**src/rtl/ps2_pkg.sv**
```systemverilog
// ----------------------------------------------------------------------------
// ps2_pkg
// Shared definitions for the PS/2 mouse link: sequencer state encodings,
// host command bytes, expected device replies and receiver error-flag bits.
// ----------------------------------------------------------------------------
package ps2_pkg;

    // Sequencer states; the numeric codes are visible on the debug state port.
    typedef enum logic [3:0] {
        StInit     = 4'd0,
        StSendRst  = 4'd1,
        StWaitTx1  = 4'd2,
        StWaitAck1 = 4'd3,
        StWaitBat  = 4'd4,
        StWaitId   = 4'd5,
        StSendEn   = 4'd6,
        StWaitTx2  = 4'd7,
        StWaitAck2 = 4'd8,
        StRxStat   = 4'd9,
        StRxDx     = 4'd10,
        StRxDy     = 4'd11,
        StIrq      = 4'd12
    } ms_state_e;

    // Host -> device commands
    localparam logic [7:0] CmdReset  = 8'hFF;
    localparam logic [7:0] CmdEnable = 8'hF4;

    // Device -> host replies
    localparam logic [7:0] RspAck    = 8'hFA;
    localparam logic [7:0] RspBatOk  = 8'hAA;
    localparam logic [7:0] RspIdStd  = 8'h00;

    // Receiver error-code bit positions
    localparam int unsigned ErrParityBit = 0;
    localparam int unsigned ErrStopBit   = 1;

    localparam int unsigned CntWidth = 26;

endpackage

```
**src/rtl/mouse_master_sm.sv**
```systemverilog
// ----------------------------------------------------------------------------
// mouse_master_sm
// Top-level sequencer for the PS/2 mouse link. Resets the mouse, checks the
// self-test and ID replies, enables streaming, then assembles 3-byte movement
// packets and presents them with a one-cycle interrupt pulse.
//
// Ports
//   clk_i              system clock
//   rst_i              asynchronous active-high reset
//   send_byte_o        one-cycle request to the transmitter
//   byte_to_send_o     command byte, valid while send_byte_o is high
//   byte_sent_i        one-cycle pulse: transmitter finished
//   read_enable_o      receiver enable
//   byte_read_i        received byte, valid with byte_ready_i
//   byte_error_code_i  receiver error flags (bit0 parity, bit1 stop)
//   byte_ready_i       one-cycle pulse: byte received
//   mouse_status_o     packet byte 0
//   mouse_dx_o         packet byte 1
//   mouse_dy_o         packet byte 2
//   send_interrupt_o   one-cycle pulse: new packet on mouse_* outputs
//   master_state_o     current state code (debug)
// ----------------------------------------------------------------------------
module mouse_master_sm
    import ps2_pkg::*;
#(
    parameter int unsigned InitDelay = 5_000_000,
    parameter int unsigned RxTimeout = 50_000_000
) (
    input  logic       clk_i,
    input  logic       rst_i,
    output logic       send_byte_o,
    output logic [7:0] byte_to_send_o,
    input  logic       byte_sent_i,
    output logic       read_enable_o,
    input  logic [7:0] byte_read_i,
    input  logic [1:0] byte_error_code_i,
    input  logic       byte_ready_i,
    output logic [7:0] mouse_status_o,
    output logic [7:0] mouse_dx_o,
    output logic [7:0] mouse_dy_o,
    output logic       send_interrupt_o,
    output logic [3:0] master_state_o
);

    localparam logic [CntWidth-1:0] InitLast    = CntWidth'(InitDelay - 1);
    localparam logic [CntWidth-1:0] TimeoutLast = CntWidth'(RxTimeout - 1);

    ms_state_e             state_q, state_d;
    logic [CntWidth-1:0]   cnt_q, cnt_d;
    logic [7:0]            sh_status_q, sh_status_d;
    logic [7:0]            sh_dx_q, sh_dx_d;
    logic [7:0]            sh_dy_q, sh_dy_d;
    logic [7:0]            status_q, status_d;
    logic [7:0]            dx_q, dx_d;
    logic [7:0]            dy_q, dy_d;
    logic                  irq_q, irq_d;
    logic                  send_q, send_d;
    logic [7:0]            tx_byte_q, tx_byte_d;
    logic                  rd_en_q, rd_en_d;
    logic                  rx_clean;
    logic                  init_phase;

    assign rx_clean   = (byte_error_code_i == 2'b00);
    assign init_phase = (state_q inside {StWaitTx1, StWaitAck1, StWaitBat, StWaitId,
                                         StSendEn, StWaitTx2, StWaitAck2});

    always_comb begin
        state_d     = state_q;
        cnt_d       = cnt_q + 1'b1;
        sh_status_d = sh_status_q;
        sh_dx_d     = sh_dx_q;
        sh_dy_d     = sh_dy_q;
        status_d    = status_q;
        dx_d        = dx_q;
        dy_d        = dy_q;
        irq_d       = 1'b0;

        unique case (state_q)
            StInit: begin
                if (cnt_q == InitLast) state_d = StSendRst;
            end
            StSendRst: state_d = StWaitTx1;
            StWaitTx1: begin
                if (byte_sent_i) state_d = StWaitAck1;
            end
            StWaitAck1: begin
                if (byte_ready_i) begin
                    state_d = (rx_clean && byte_read_i == RspAck) ? StWaitBat : StInit;
                end
            end
            StWaitBat: begin
                if (byte_ready_i) begin
                    state_d = (rx_clean && byte_read_i == RspBatOk) ? StWaitId : StInit;
                end
            end
            StWaitId: begin
                if (byte_ready_i) begin
                    state_d = (rx_clean && byte_read_i == RspIdStd) ? StSendEn : StInit;
                end
            end
            StSendEn: state_d = StWaitTx2;
            StWaitTx2: begin
                if (byte_sent_i) state_d = StWaitAck2;
            end
            StWaitAck2: begin
                if (byte_ready_i) begin
                    state_d = (rx_clean && byte_read_i == RspAck) ? StRxStat : StInit;
                end
            end
            StRxStat: begin
                if (byte_ready_i) begin
                    if (rx_clean) begin
                        sh_status_d = byte_read_i;
                        state_d     = StRxDx;
                    end else begin
                        state_d = StInit;
                    end
                end
            end
            StRxDx: begin
                if (byte_ready_i) begin
                    if (rx_clean) begin
                        sh_dx_d = byte_read_i;
                        state_d = StRxDy;
                    end else begin
                        state_d = StInit;
                    end
                end
            end
            StRxDy: begin
                if (byte_ready_i) begin
                    if (rx_clean) begin
                        sh_dy_d = byte_read_i;
                        state_d = StIrq;
                    end else begin
                        state_d = StInit;
                    end
                end
            end
            StIrq: begin
                // Outputs only ever change here, so a broken packet never leaks out.
                status_d = sh_status_q;
                dx_d     = sh_dx_q;
                dy_d     = sh_dy_q;
                irq_d    = 1'b1;
                state_d  = StRxStat;
            end
            default: state_d = StInit;
        endcase

        // Init-phase watchdog: a silent or stuck device sends us back to retry.
        if (init_phase && state_d == state_q && cnt_q == TimeoutLast) begin
            state_d = StInit;
        end

        // Counter restarts on every transition; idle while streaming.
        if (state_d != state_q || state_q inside {StRxStat, StRxDx, StRxDy, StIrq}) begin
            cnt_d = '0;
        end

        // Registered command/enable outputs track the state being entered.
        send_d    = (state_d == StSendRst) || (state_d == StSendEn);
        tx_byte_d = (state_d == StSendRst) ? CmdReset :
                    (state_d == StSendEn)  ? CmdEnable : 8'h00;
        rd_en_d   = !(state_d inside {StInit, StSendRst});
    end

    always_ff @(posedge clk_i or posedge rst_i) begin
        if (rst_i) begin
            state_q     <= StInit;
            cnt_q       <= '0;
            sh_status_q <= 8'h00;
            sh_dx_q     <= 8'h00;
            sh_dy_q     <= 8'h00;
            status_q    <= 8'h00;
            dx_q        <= 8'h00;
            dy_q        <= 8'h00;
            irq_q       <= 1'b0;
            send_q      <= 1'b0;
            tx_byte_q   <= 8'h00;
            rd_en_q     <= 1'b0;
        end else begin
            state_q     <= state_d;
            cnt_q       <= cnt_d;
            sh_status_q <= sh_status_d;
            sh_dx_q     <= sh_dx_d;
            sh_dy_q     <= sh_dy_d;
            status_q    <= status_d;
            dx_q        <= dx_d;
            dy_q        <= dy_d;
            irq_q       <= irq_d;
            send_q      <= send_d;
            tx_byte_q   <= tx_byte_d;
            rd_en_q     <= rd_en_d;
        end
    end

    assign send_byte_o      = send_q;
    assign byte_to_send_o   = tx_byte_q;
    assign read_enable_o    = rd_en_q;
    assign mouse_status_o   = status_q;
    assign mouse_dx_o       = dx_q;
    assign mouse_dy_o       = dy_q;
    assign send_interrupt_o = irq_q;
    assign master_state_o   = state_q;

endmodule

```
**config.mk**
```make
export PLATFORM = sky130hd
export DESIGN_NAME = mouse_master_sm
export DESIGN_NICKNAME = d
export VERILOG_FILES = /design/src/rtl/ps2_pkg.sv /design/src/rtl/mouse_master_sm.sv
export SDC_FILE = /design/constraint.sdc
export NUM_CORES = 1
export LEC_CHECK = 0
export ABC_AREA = 1
export BUFFER_PORTS_ARGS = -buffer_cell sky130_fd_sc_hd__buf_4
export CELL_PAD_IN_SITES_DETAIL_PLACEMENT = 1
export CELL_PAD_IN_SITES_GLOBAL_PLACEMENT = 2
export CORE_MARGIN = 2
export CORE_UTILIZATION = 31
export CTS_CLUSTER_SIZE = 20
export DETAILED_ROUTE_END_ITERATION = 12
export PLACE_DENSITY_LB_ADDON = 0.1
export SYNTH_ARGS = -nofsm -noshare
export SYNTH_HDL_FRONTEND = slang
export SYNTH_SLANG_ARGS = --single-unit
```
**constraint.sdc**
```tcl
create_clock -name clk_i -period 2.2 [get_ports clk_i]
set_input_delay 0.11 -clock clk_i [delete_from_list [all_inputs] [get_ports clk_i]]
set_output_delay 0.11 -clock clk_i [all_outputs]
set_load 0.03 [all_outputs]
```
Word level (Yosys, flattened, before mapping)
Cells that the tools add are included.
- register bits: 89
- bits of input ports: 14
- output and inout bits: 39
- logic and storage cells: 74
- add/subtract/negate cells: 1
- eq/ne operators: 20
- multiplexer cells: 23
- reductions and logical operators: 18
- operators with widths (operator ; number):
    4-bit two-way mux ; 15
    4-bit one-hot mux with 13 select lines ; 1
    26-bit by 1-bit adder with 26-bit output, second input constant ; 1
    26-bit by 23-bit equality test with 1-bit output, second input constant ; 1
    26-bit equality test, second input constant ; 1
    26-bit two-way mux ; 1
    4-bit by 3-bit equality test with 1-bit output, second input constant ; 5
    4-bit equality test, second input constant ; 5
    8-bit equality test, second input constant ; 2
    8-bit two-way mux ; 2
    3-bit two-way mux ; 3
    3-bit AND reduction ; 3
    4-bit by 1-bit equality test with 1-bit output, second input constant ; 2
    4-bit by 2-bit equality test with 1-bit output, second input constant ; 2
    4-bit zero test ; 2
    8-bit zero test ; 1
    7-bit nonzero test ; 1
    1-bit logical AND ; 5
    4-bit equality test ; 1
    4-bit inequality test ; 1
    4-bit nonzero test ; 1
    2-bit zero test ; 1
    1-bit logical OR ; 2
    2-bit nonzero test ; 1
    other kinds (2) ; 2

Longest topological paths before layout
Gate-level depths: netlist of run 1.
- depth after elaboration: 12
- gate-level depth with buffers: 21
- depth with buffers taken out: 19

Least setup slack after synthesis of run 1
No wires, ideal clock.
- path kind: register to register
- from: register state_q[3], in the netlist master_state_o[3]
- to: register cnt_q[10]
- library setup time: 0.121 ns
- arrival: 2.202 ns
- data required time: 2.079 ns
- slack: -0.122 ns
- cell stages (with the launch flop): 20
- buffers on the path: 2
- clock period less this slack: 2.322 ns
- path through: dfrtp_1 > buf_4 > inv_2 > nand2_1 > inv_2 > nand3_1 > inv_1 > a31oi_1 > nand2_1 > nand2_1 > nand3_1 > nor2_2 > nand2_4 > nand2_1 > nand2_1 > nand2_1 > inv_2 > nand3_4 > buf_6 > nor2_2
- cells in the longest elaborated chain, start to end: 9
- elaborated cells between the ends (all ways): 33
- those cells by class: eq/ne (14); mux (13); reduce/logical (6)
- ends and longest elaborated chain (item ; RTL line ; source):
    start, declared ; mouse_master_sm.sv:48 ; ms_state_e state_q, state_d;
    start signal, assigned ; mouse_master_sm.sv:170 ; state_q <= StInit;
    start signal, assigned ; mouse_master_sm.sv:183 ; state_q <= state_d;
    4-bit equality test, or another cell as far along ; mouse_master_sm.sv:78, mouse_master_sm.sv:157 ;
    4-bit one-hot mux with 13 select lines ; mouse_master_sm.sv:78 ; unique case (state_q)
    4-bit equality test ; mouse_master_sm.sv:152 ; if (init_phase && state_d == state_q && cnt_q == TimeoutLast) begin
    1-bit logical AND (2 in a row) ; mouse_master_sm.sv:152 ;
    4-bit two-way mux ; mouse_master_sm.sv:152 ;
    4-bit inequality test ; mouse_master_sm.sv:157 ; if (state_d != state_q || state_q inside {StRxStat, StRxDx, StRxDy, StIrq}) begin
    1-bit logical OR * ; mouse_master_sm.sv:157 ;
    26-bit two-way mux * ; mouse_master_sm.sv:157 ;
    net cnt_d[10] ; mouse_master_sm.sv:49 ; logic [CntWidth-1:0] cnt_q, cnt_d;
    end signal, assigned ; mouse_master_sm.sv:184 ; cnt_q <= cnt_d;
    end, declared ; mouse_master_sm.sv:49 ;
Mark *: on every way through the listed nets, which the timed path passes. The rest lies on a longest branch.
A chain may end at the register's enable or synchronous reset.

Final worst setup path of run 1
- from: register state_q[2], in the netlist master_state_o[2]
- to: register cnt_q[5]
Same word-level chain as after synthesis.

==> results of run 1 <==
## flip-flops by register name (all words and copies together), names as in the netlist
register	cells
byte_to_send_o	2
cnt_q	26
master_state_o	4
mouse_dx_o	8
mouse_dy_o	8
mouse_status_o	8
read_enable_o	1
send_interrupt_o	1
sh_dx_q	8
sh_dy_q	8
sh_status_q	8
## cell families after synthesis
| family | Yosys count | synth area share [%] |
|---|---|---|
| simple gates | 297 | 33.0 |
| flops | 82 | 50.3 |
| buf+inv | 63 | 7.00 |
| compound gates | 35 | 4.48 |
| xor+xnor | 23 | 4.94 |
| fa+ha+maj | 1 | 0.307 |
## final timing paths
kind,start,endpoint,slack [ns],depth (start not counted)
worst max register to register,master_state_o[2],cnt_q[5],-0.17,16
max in group asynchronous,rst_i,mouse_status_o[2],1.13,4
worst min-delay path,byte_read_i[4],sh_dx_q[4],0.11,3
worst max-delay path,master_state_o[2],cnt_q[5],-0.17,16
worst min register to register,sh_dx_q[2],mouse_dx_o[2],0.47,2
min in group asynchronous,rst_i,sh_dy_q[1],0.37,3
## metal layers
| metal | GRT usage [%] | share of wire, % | up-vias |
|---|---|---|---|
| met1 | 24.2 | 46 | 1896 |
| met3 | 2.75 | 2.2 | 12 |
| met5 | 0 | 0 | - |
| li1 | - | - | 1874 |
| met2 | 32.6 | 50 | 40 |
| met4 | 6.92 | 1.6 | 0 |
## stage by stage
stage	TNS (ns)	instances	setup slack, ns	total power (uW)
after detailed placement	-5.91	795	-0.234	1630
final	-4.07	829	-0.174	3200
after CTS	-2.21	823	-0.102	3240
after floorplan	0	501	0.00647	1580
after global placement	-2.81	795	-0.140	1630
after global routing	-8.75	829	-0.343	3300
## cell usage after synthesis, types with 8 or more instances
master / count
nand3_1: 32
dfrtp_1: 82
xor2_1: 15
nand2_1: 154
nor2_1: 47
inv_1: 38
buf_4: 9
o21ai_0: 28
nor2_2: 28
nand4_1: 12
xnor2_1: 8
## final cells by class
type	instances	area share, %
Inverter	45	2.86
Clock inverter	5	1.35
Multi-Input combinational cell	356	33.2
Sequential cell	82	34.0
Timing Repair Buffer	160	21.3
Tap cell	172	3.56
Clock buffer	9	3.73
## what timing repair did
action,4_1_cts,5_1_grt
pin swaps,5,6
resized for setup,32,39
endpoints found under the hold margin,22,0
buffers inserted,14,6
hold buffers,1,0
cloned,0,1
endpoints found under the setup margin,30,31
## power by group through the flow
| stage | logic (uW) | registers, uW | clock network (uW) |
|---|---|---|---|
| after floorplan | 39.9 | 1540 | 0 |
| after global placement | 97.5 | 1540 | 0 |
| after detailed placement | 98.7 | 1540 | 0 |
| after CTS | 101 | 1510 | 1630 |
| after global routing | 110 | 1510 | 1690 |
| final | 97.3 | 1510 | 1600 |
## worst register-to-register path, delay by kind of cell (launching register included)
kind / cells / cell delay, ns
buffers and inverters: 3 / 0.36
AO/OA/AOI/OAI: 2 / 0.18
flip-flops: 1 / 0.46
AND/OR/NAND/NOR: 11 / 1.33
==> results.md, run 1 <==
- Sequential share of the synthesized area: 50.3%
- Slew @ Worst Pin: 0.561 ns
- Largest net degree at the start of global routing: 38
- CORE AREA: 12700 um2
- Iter 0 DRT Violations: 162
- CP Class: register to register
- Post-Syn Instances: 501
- Most frequent cells in the layout: buf_4, nand2_1, dfrtp_1, inv_1, nor2_1
- Final wirelength: 12700 um
- Outcome: complete, but fails checks
- Post-synthesis net count: 516
- Synth top area share: roughly half
- Layout Nets: 669
- Die extent in x: about 120 um
- Final Hold Viols: 0
- Total global-route track usage: a little under a fifth
- Seq pwr share: 47.1%
- Vias in the first global route: 4132
- Max-slew violations: 0
- Final Core Density: a little under half
- Syn_area_per_cell: 8.14 um2
- Worst path required time: 2.49 ns
- Hold/Removal Path Class: input port to register
- H-tree depth: 3
- Violated checks: setup timing
- Cell family with most CP delay: simple AND/OR/NAND/NOR gates
- Ports: 53
- CTS sink cnt: 82
- Placed instance area: about 5300 um2
- Row cnt: 41
- Final setup vio count: 27
- Tmin final: 2.37 ns
- Period utilization: 108%
- Initial Util: roughly 32%
- Post-DP HPWL: ~9300 um
- CTS buffer count: 9
- P_sw: 681 uW
- Clock Latency Late Sink: approximately 0.35 ns
- Worst relative slew slack: 62.5%
- Max frequency: 421 MHz
- PwrDens: 530 nW/um2
- Critical Path AT: 2.66 ns
- Startpoint type of the worst setup path: register
- WHS: 0.109 ns
- Commonest non-fill, non-tap cell in the layout: buf_4
- Largest cells by area after synthesis: dfrtp_1, nand2_1, nor2_1, nor2_2, nand3_1
- Via Count: ~3800
- Fillers: 1560
- Register area: between 2000 and 2500 um2
- Layout cells sized above 1: 41.6%
- GR Overflow Total: 0
- Final Cell Area: between 6000 and 7000 um2
- Clock transition at path regs: 0.06 ns
- Routed vias/inst: 4.61
- Synth warn: 0
- CTS tree: built
- Clock skew: 0.00689 ns
- DRT Pass-1 Iters: 4
- Synth cell types: 30
- Die area: 14100 um2
- Worst-path maximum fanout: 6
- Vert. Die Dim: between 100 and 150 um
- DRT antenna net count: 0
- Cells along the critical path: nand2_2 -> inv_2 -> nand2_1 -> a21oi_2 -> nand2_1 -> nand4_1 -> nor2_2 -> inv_1 -> nor2_2 -> nor2_4 -> nand2_4 -> nand2_2 -> a21oi_4 -> nand3_4 -> clkbuf_16 -> nor2_4
- Yosys top cell by area: dfrtp_1
- Area delta synth->final: 48.2%
- Slowest CP cell: dfrtp_2
- Initial antenna violation count: 0
- WL/cell: ~15 um
- # Max-Cap Violations: 0
- Worst vdd ir: 0.254 mV
- Multi-input logic area: 2010 um2
- Placer congestion estimate: 0.904
- Number of synthesized flops with an enable pin: 0
- Synth Cell Area: between 4000 and 5000 um2
- Port-buffer cells: 52
- Async set-or-reset flop fraction in the synthesized netlist: 100%
- Maximum clock path buffer count: 2
- First-pass GRT wire length: 21200 um
- Clk network pwr share: 49.9%
- Power Internal: between 2000 and 3000 uW
- Final Worst Setup Slack: -0.174 ns
- Seq cells post-synth: 82
- Setup crit end kind: register
- Switching part of the total power: 21.3%
- Primary FF master, synth: dfrtp_1
- Comb pwr share: under 10%
- RSZ-0062 raised after global routing: true
- Leak pwr: 0.00303 uW
- # diodes: 0
- CTS root buf: clkbuf_16
- Drt drc: 0
- Critical path buffers and inverters: 3
- Critical Path Max Stage Delay: 0.46 ns
No activity file was read; power rests on OpenSTA's default activity.
==> inputs of run 2 (changes only) <==
- TNS_END_PERCENT: unset -> 20
==> run 2 against run 1 <==
Compared with the run above: the run still ends with setup timing left; via count is 0.76% higher; flip-flop and latch count unchanged; wire length rose by 0.18%; sequential share of layout area up 0.26 points; clock skew up 0.0020 ns; count of clock-buffer cells in the layout stayed put.
==> results.md, run 2 (synthesized netlist as in run 1, its figures left out) <==
- H-tree depth: 3 (unchanged)
- Die extent in x: 119 um (unchanged)
- Final Cell Area: 6000 um2 (-0.75%)
- Total global-route track usage: 18.9% (-0.043 points)
- Worst vdd ir: 0.268 mV (+5.2%)
- Maximum clock path buffer count: 2 (unchanged)
- CTS buffer count: 9 (unchanged)
- Outcome: complete, but fails checks
- Post-DP HPWL: 9270 um (unchanged)
- Placed instance area: 5290 um2 (unchanged)
- Ports: 53 (unchanged)
- Area delta synth->final: 47.1%
- Reg-to-reg setup timing slack: -0.21 ns (-0.03 ns)
- Initial antenna violation count: 0 (unchanged)
- Placer congestion estimate: 0.904 (unchanged)
- WHS: 0.107 ns (-0.00232 ns)
- Final setup vio count: 27 (unchanged)
- Setup crit end kind: register
- Largest Register: cnt_q
- First-pass GRT wire length: 21100 um (-0.36%)
- Critical Path Max Stage Delay: 0.48 ns (+0.02 ns)
- Largest net degree at the start of global routing: 38 (unchanged)
- Worst Reg-to-Reg Cells: 16 (unchanged)
- CP Class: register to register
- Max-slew violations: 0 (unchanged)
- Critical path launch point: master_state_o[0]
- Overall Power: 3200 uW (about the same)
- Drt drc: 0 (unchanged)
- CP endpoint: cnt_q[25]
- Clock Latency Late Sink: 0.35 ns (about the same)
- Initial Util: 32.1% (unchanged)
- Worst-path maximum fanout: 6 (unchanged)
- # Max-Cap Violations: 0 (unchanged)
- Worst relative slew slack: 62.7% (+0.19 points)
- Commonest non-fill, non-tap cell in the layout: buf_4
- Worst path required time: 2.48 ns (about the same)
- Most frequent cells in the layout: buf_4, nand2_1, dfrtp_1, inv_1, nor2_2
- Final wirelength: 12700 um (+0.18%)
- Die area: 14100 um2 (unchanged)
- GR Overflow Total: 0 (unchanged)
- RR Startpoint: master_state_o[0]
- Cells along the critical path: inv_2 -> nor2_2 -> nand2_2 -> a21oi_1 -> nand2_1 -> nand4_1 -> nor2_2 -> inv_2 -> nor2_4 -> nor2_4 -> nand2_4 -> nand2_2 -> a21oi_4 -> nand3_4 -> clkbuf_16 -> nor2_2
- Vias in the first global route: 4115 (-0.41%)
- Routed vias/inst: 4.64 (+0.64%)
- Slew @ Worst Pin: 0.558 ns (-0.00283 ns)
- CORE AREA: 12700 um2 (unchanged)
- PwrDens: 533 nW/um2 (+0.69%)
- Tmin final: 2.41 ns (+0.0340 ns)
- WL/cell: 15.3 um (about the same)
- Iter 0 DRT Violations: 161 (-0.62%)
- Period utilization: 109% (+1.5 points)
- DRT Pass-1 Iters: 4 (unchanged)
- Slowest CP cell: dfrtp_2
- Vert. Die Dim: 119 um (unchanged)
- Row cnt: 41 (unchanged)
- Layout cells sized above 1: 40.4% (-1.1 points)
- RSZ-0062 raised after global routing: true
- Port-buffer cells: 52 (unchanged)
- DRT antenna net count: 0 (unchanged)
- Max frequency: 415 MHz (-1.4%)
- Most frequent CP cell: nor2_2
- Critical Path AT: 2.69 ns (+0.03 ns)
- Via Count: 3851 (+0.76%)
- # diodes: 0 (unchanged)
- CTS root buf: clkbuf_16
- Clock skew: 0.00892 ns (+0.00203 ns)
- Final Worst Setup Slack: -0.208 ns (-0.0340 ns)
- Layout Nets: 670 (+0.15%)
- Final Hold Viols: 0 (unchanged)
- RR Endpoint: cnt_q[25]
- Startpoint type of the worst setup path: register
- Hold/Removal Path Class: input port to register
- Clock transition at path regs: 0.07 ns (about the same)
- Violated checks: setup timing
- Leak pwr: 0.00306 uW (+0.82%)
- Max reg flops: 26 (unchanged)
- CTS sink cnt: 82 (unchanged)
- CTS tree: built
[run 2: changes by cell type in the layout (fill, tap and decap cells not counted), moves of 2 or more]
cell,before,now
nor2_4,19,12
nor2_2,27,33
buf_6,4,1
nand2_4,2,4
a21oi_2,2,0
buf_4,150,153
nand3_1,24,27
nand3_2,8,5
a21oi_1,1,3
[run 2: layout make-up]
type                    count  area (um2)
well taps                 172         215
fillers                  1563        6720
clock buffers               9         225
clock inverters             5        81.3
repair buffers            161        1300
multi-input cells         356        1950
flip-flops and latches     82        2060
inverters                  45         173
[run 2: stage by stage]
stage,instances,utilization (%),setup TNS [ns],worst slack (ns)
global placement,795,41.6,-2.81,-0.140
finish,830,47.2,-4.77,-0.208
global route,830,47.2,-8.52,-0.328
CTS,816,44.8,-3.19,-0.139
floorplan,501,-,0,0.00647
detailed placement,795,41.6,-5.91,-0.234
[run 2: repair_timing]
item                       4_1_cts  5_1_grt
hold endpoints to repair        22        0
setup buffers                    6       12
hold buffers                     1        0
pin swaps                        2       19
resized for setup               10       46
setup endpoints to repair       30       32
cloned                           0        2
[run 2: worst min path at each step]
stage	slack, ns	from	end	cells after the start
final	0.11	byte_read_i[4]	sh_dx_q[4]	3
after global routing	0.15	byte_read_i[4]	sh_dy_q[4]	3
after detailed placement	0.20	rst_i	sh_dy_q[1]	2
after CTS	0.11	byte_read_i[4]	sh_status_q[4]	3
after global placement	0.19	rst_i	mouse_dy_o[1]	2
after floorplan	0.29	byte_read_i[4]	sh_dx_q[4]	2
[run 2: worst max-delay path: cells and delay by family (launching register included)]
family,cells,cell delay [ns]
DFF,1,0.48
buffers and inverters,3,0.37
and+or+nand+nor,11,1.28
AOI/OAI and AO/OA,2,0.18
[run 2: power by group]
part	internal (uW)	leakage [uW]	switching [uW]
logic	31.8	0.00178	65.1
clock network	981	0.000147	614
registers	1510	0.00113	0
total	2520	0.00306	679
[run 2: per-layer routing]
layer / GRT usage, % / wire (um) / vias up
met5: 0 / 0 / -
met4: 6.92 / 205 / 0
met3: 2.75 / 269 / 12
met2: 32.7 / 6490 / 37
met1: 24.0 / 5720 / 1927
li1: - / - / 1875
==> inputs of run 3 (changes only) <==
- ABC_AREA: 1 -> 0
- CORE_UTILIZATION: 31 -> 39
- PLACE_DENSITY_LB_ADDON: 0.1 -> 0.3
- clock period: 2.2 -> 2.6 ns (I/O delays scaled with it)
==> run 3 against run 2 <==
Compared with the run above: the run still ends with setup timing left; total power grew 27%; utilization up 8.3 points; register-to-register slack better by 0.098 ns; clock skew is essentially flat; non-clock buffer count is 32 lower; highest routed layer unchanged.
==> results.md, run 3 <==
- Violated checks: setup timing
- Worst-path maximum fanout: 11 (+5)
- Largest Register: cnt_q
- First-pass GRT wire length: 20500 um (-2.7%)
- Clock transition at path regs: 0.09 ns (+0.02 ns)
- H-tree depth: 3 (unchanged)
- Port-buffer cells: 52 (unchanged)
- Async set-or-reset flop fraction in the synthesized netlist: 100% (unchanged)
- Worst vdd ir: 0.512 mV (+91%)
- Leak pwr: 0.00265 uW (-13%)
- CP Class: register to register
- Number of synthesized flops with an enable pin: 0 (unchanged)
- Hold/Removal Path Class: input port to register
- P_sw: 1400 uW (+110%)
- Largest net degree at the start of global routing: 43 (+13%)
- Overall Power: 4060 uW (+27%)
- Most frequent cells in the layout: buf_4, dfrtp_1, mux2_2, or3_1, xor2_1
- Slowest CP cell: dfrtp_2
- Primary FF master, synth: dfrtp_1
- Area delta synth->final: 38.9%
- Vert. Die Dim: 109 um (-8.0%)
- Cells along the critical path: or3b_2 -> o32a_1 -> or3b_4 -> o311ai_4 -> o22ai_1 -> a21boi_4 -> buf_12 -> buf_4 -> nor3_1
- Post-DP HPWL: 8240 um (-11%)
- Period utilization: 104% (-5.2 points)
- Count leader, synth: dfrtp_1
- Critical Path Max Stage Delay: 0.50 ns (+0.02 ns)
- PwrDens: 678 nW/um2 (+27%)
- Row cnt: 38 (-7.3%)
- Seq pwr share: 35.1% (-12 points)
- Synth cell types: 64 (+110%)
- Via Count: 3518 (-8.6%)
- Synth top area share: 47.6% (-2.7 points)
- Commonest cells post-synth: dfrtp_1, mux2_2, or3_1
- Iter 0 DRT Violations: 195 (+21%)
- Vias in the first global route: 3830 (-6.9%)
- Xor/xnor share of the synthesized area: 5.28% (+0.34 points)
- Commonest non-fill, non-tap cell in the layout: buf_4
- Die extent in x: 109 um (-8.0%)
- # Max-Cap Violations: 0 (unchanged)
- DR top layer: met4
- Synth warn: 0 (unchanged)
- Worst path required time: 2.89 ns (+0.41 ns)
- Tmin final: 2.71 ns (+0.302 ns)
- Largest family of logic cells by synthesized area: simple AND/OR/NAND/NOR gates
- WHS: 0.0383 ns (-0.0689 ns)
- CTS sink cnt: 82 (unchanged)
- Post-synthesis net count: 391 (-24%)
- Seq cells post-synth: 82 (unchanged)
- Synth Cell Area: 4310 um2 (+5.7%)
- Maximum clock path buffer count: 2 (unchanged)
- CTS root buf: clkbuf_8
- Adder-cell share of the synthesized area: 0.290% (-0.017 points)
- Startpoint type of the worst setup path: register
- Critical Path AT: 3.00 ns (+0.31 ns)
- Routed vias/inst: 5.58 (+20%)
- CORE AREA: 10800 um2 (-15%)
- Slew @ Worst Pin: 0.819 ns (+0.261 ns)
- Outcome: complete, but fails checks
- Total global-route track usage: 22.9% (+4.0 points)
- Worst relative slew slack: 45.3% (-17 points)
- Final Hold Viols: 0 (unchanged)
- Layout Nets: 502 (-25%)
- Initial antenna violation count: 1 (+1)
- Max-slew violations: 0 (unchanged)
- WL met1: 5680 um (-0.58%)
- Met2 WL post-DR: 7030 um (+8.3%)
- Clock skew: 0.00912 ns (+0.000198 ns)
- Layout cells sized above 1: 51.3% (+11 points)
- Clk network pwr share: 28.0% (-22 points)
- GR Overflow Total: 0 (unchanged)
- RSZ-0062 raised after global routing: true
- Syn_area_per_cell: 11.5 um2 (+41%)
- Sequential share of the synthesized area: 47.6% (-2.7 points)
- Largest cells by area after synthesis: dfrtp_1, mux2_2, xor2_1, or3_1, nor3_2
- Initial Util: 39.9% (+7.9 points)
- Die area: 11900 um2 (-15%)
- Post-Syn Instances: 376 (-25%)
- Met3 wire length: 526 um (+96%)
- Mux share of post-synthesis cell area: 12.5% (+13 points)
- Max frequency: 369 MHz (-11%)
- Setup WS pre-CTS: -0.0428 ns (+0.191 ns)
- Drt drc: 0 (unchanged)
- Final wirelength: 13400 um (+5.8%)
- CTS tree: built
- Power Internal: 2660 uW (+5.6%)
- Yosys top cell by area: dfrtp_1
- Comb pwr share: 36.9% (+34 points)
- Clock Latency Late Sink: 0.37 ns (+0.02 ns)
- Compound-Gate Fraction of Synth Area: 7.52% (+3.0 points)
- WL/cell: 21.3 um (+39%)
- Ports: 53 (unchanged)
- DRT Pass-1 Iters: 4 (unchanged)
- # diodes: 0 (unchanged)
- Setup crit end kind: register
- Switching part of the total power: 34.4% (+13 points)
- DRT antenna net count: 0 (unchanged)
- Max reg flops: 26 (unchanged)
- CTS buffer count: 9 (unchanged)
- Placer congestion estimate: 0.843 (-6.7%)
- Final setup vio count: 23 (-15%)
- Final Worst Setup Slack: -0.110 ns (+0.0980 ns)
- Synth Area in Simple Gates: 21.9% (-11 points)
==> run 3: cells by family (layout without fill, tap and decap cells) <==
logic type	Yosys count	count (layout)
xor gates and xnor gates	26	26
buffers and inverters	36	150
AOI/OAI and AO/OA	36	36
muxes	48	48
DFF	82	82
adders and majority gates	1	1
and+or+nand+nor	147	148
==> run 3: power groups by stage <==
stage / Combinational [uW] / Sequential (uW) / Clock, uW
final: 1500 / 1420 / 1140
after global routing: 1590 / 1430 / 1210
after CTS: 1430 / 1420 / 1150
after detailed placement: 1040 / 1440 / 0
after global placement: 1020 / 1440 / 0
after floorplan: 569 / 1460 / 0
==> run 3: layout make-up <==
| type | instances | area (um2) |
|---|---|---|
| fillers | 1123 | 4800 |
| repair buffers | 129 | 1120 |
| well taps | 140 | 175 |
| clock inverters | 6 | 115 |
| inverters | 6 | 23.8 |
| flip-flops and latches | 82 | 2060 |
| clock buffers | 9 | 124 |
| multi-input cells | 259 | 2380 |
==> run 3: final timing paths <==
kind / from / end / slack, ns / cells past startpoint
worst min-delay path: byte_read_i[6] / sh_status_q[6] / 0.04 / 2
worst min register to register: sh_status_q[1] / mouse_status_o[1] / 0.51 / 1
max in group asynchronous: rst_i / sh_status_q[2] / 1.46 / 4
worst max-delay path: master_state_o[0] / cnt_q[3] / -0.11 / 9
min in group asynchronous: rst_i / cnt_q[14] / 0.45 / 3
worst max register to register: master_state_o[0] / cnt_q[3] / -0.11 / 9
==> run 3: timing repair <==
item / 4_1_cts / 5_1_grt
buffers inserted: 17 / 4
setup endpoints to repair: 27 / 31
gates resized for setup: 30 / 29
pin swaps: 13 / 20
hold buffers: 1 / 0
endpoints found under the hold margin: 41 / 0
gates cloned: 3 / 1
==> run 3: worst max-delay path: cells and delay by family, from the launching register on <==
| kind | cells | cell delay [ns] |
|---|---|---|
| AOI/OAI and AO/OA | 4 | 0.69 |
| buffers and inverters | 2 | 0.29 |
| DFF | 1 | 0.50 |
| and+or+nand+nor | 3 | 1.13 |
==> run 3: through the flow <==
step	utilization, %	instances	area, um2	setup TNS (ns)
after floorplan	-	376	4310	0
after global routing	55.5	631	5990	-2.99
after global placement	47.8	590	5160	0
after detailed placement	47.8	590	5160	-0.409
final	55.5	631	5990	-1.18
after CTS	53.5	626	5770	-0.00833
==> run 3: metal layers <==
layer	GRT usage [%]	up-vias
met4	6.59	0
met5	0	-
li1	-	1594
met3	4.24	17
met1	28.9	1829
met2	39.8	78
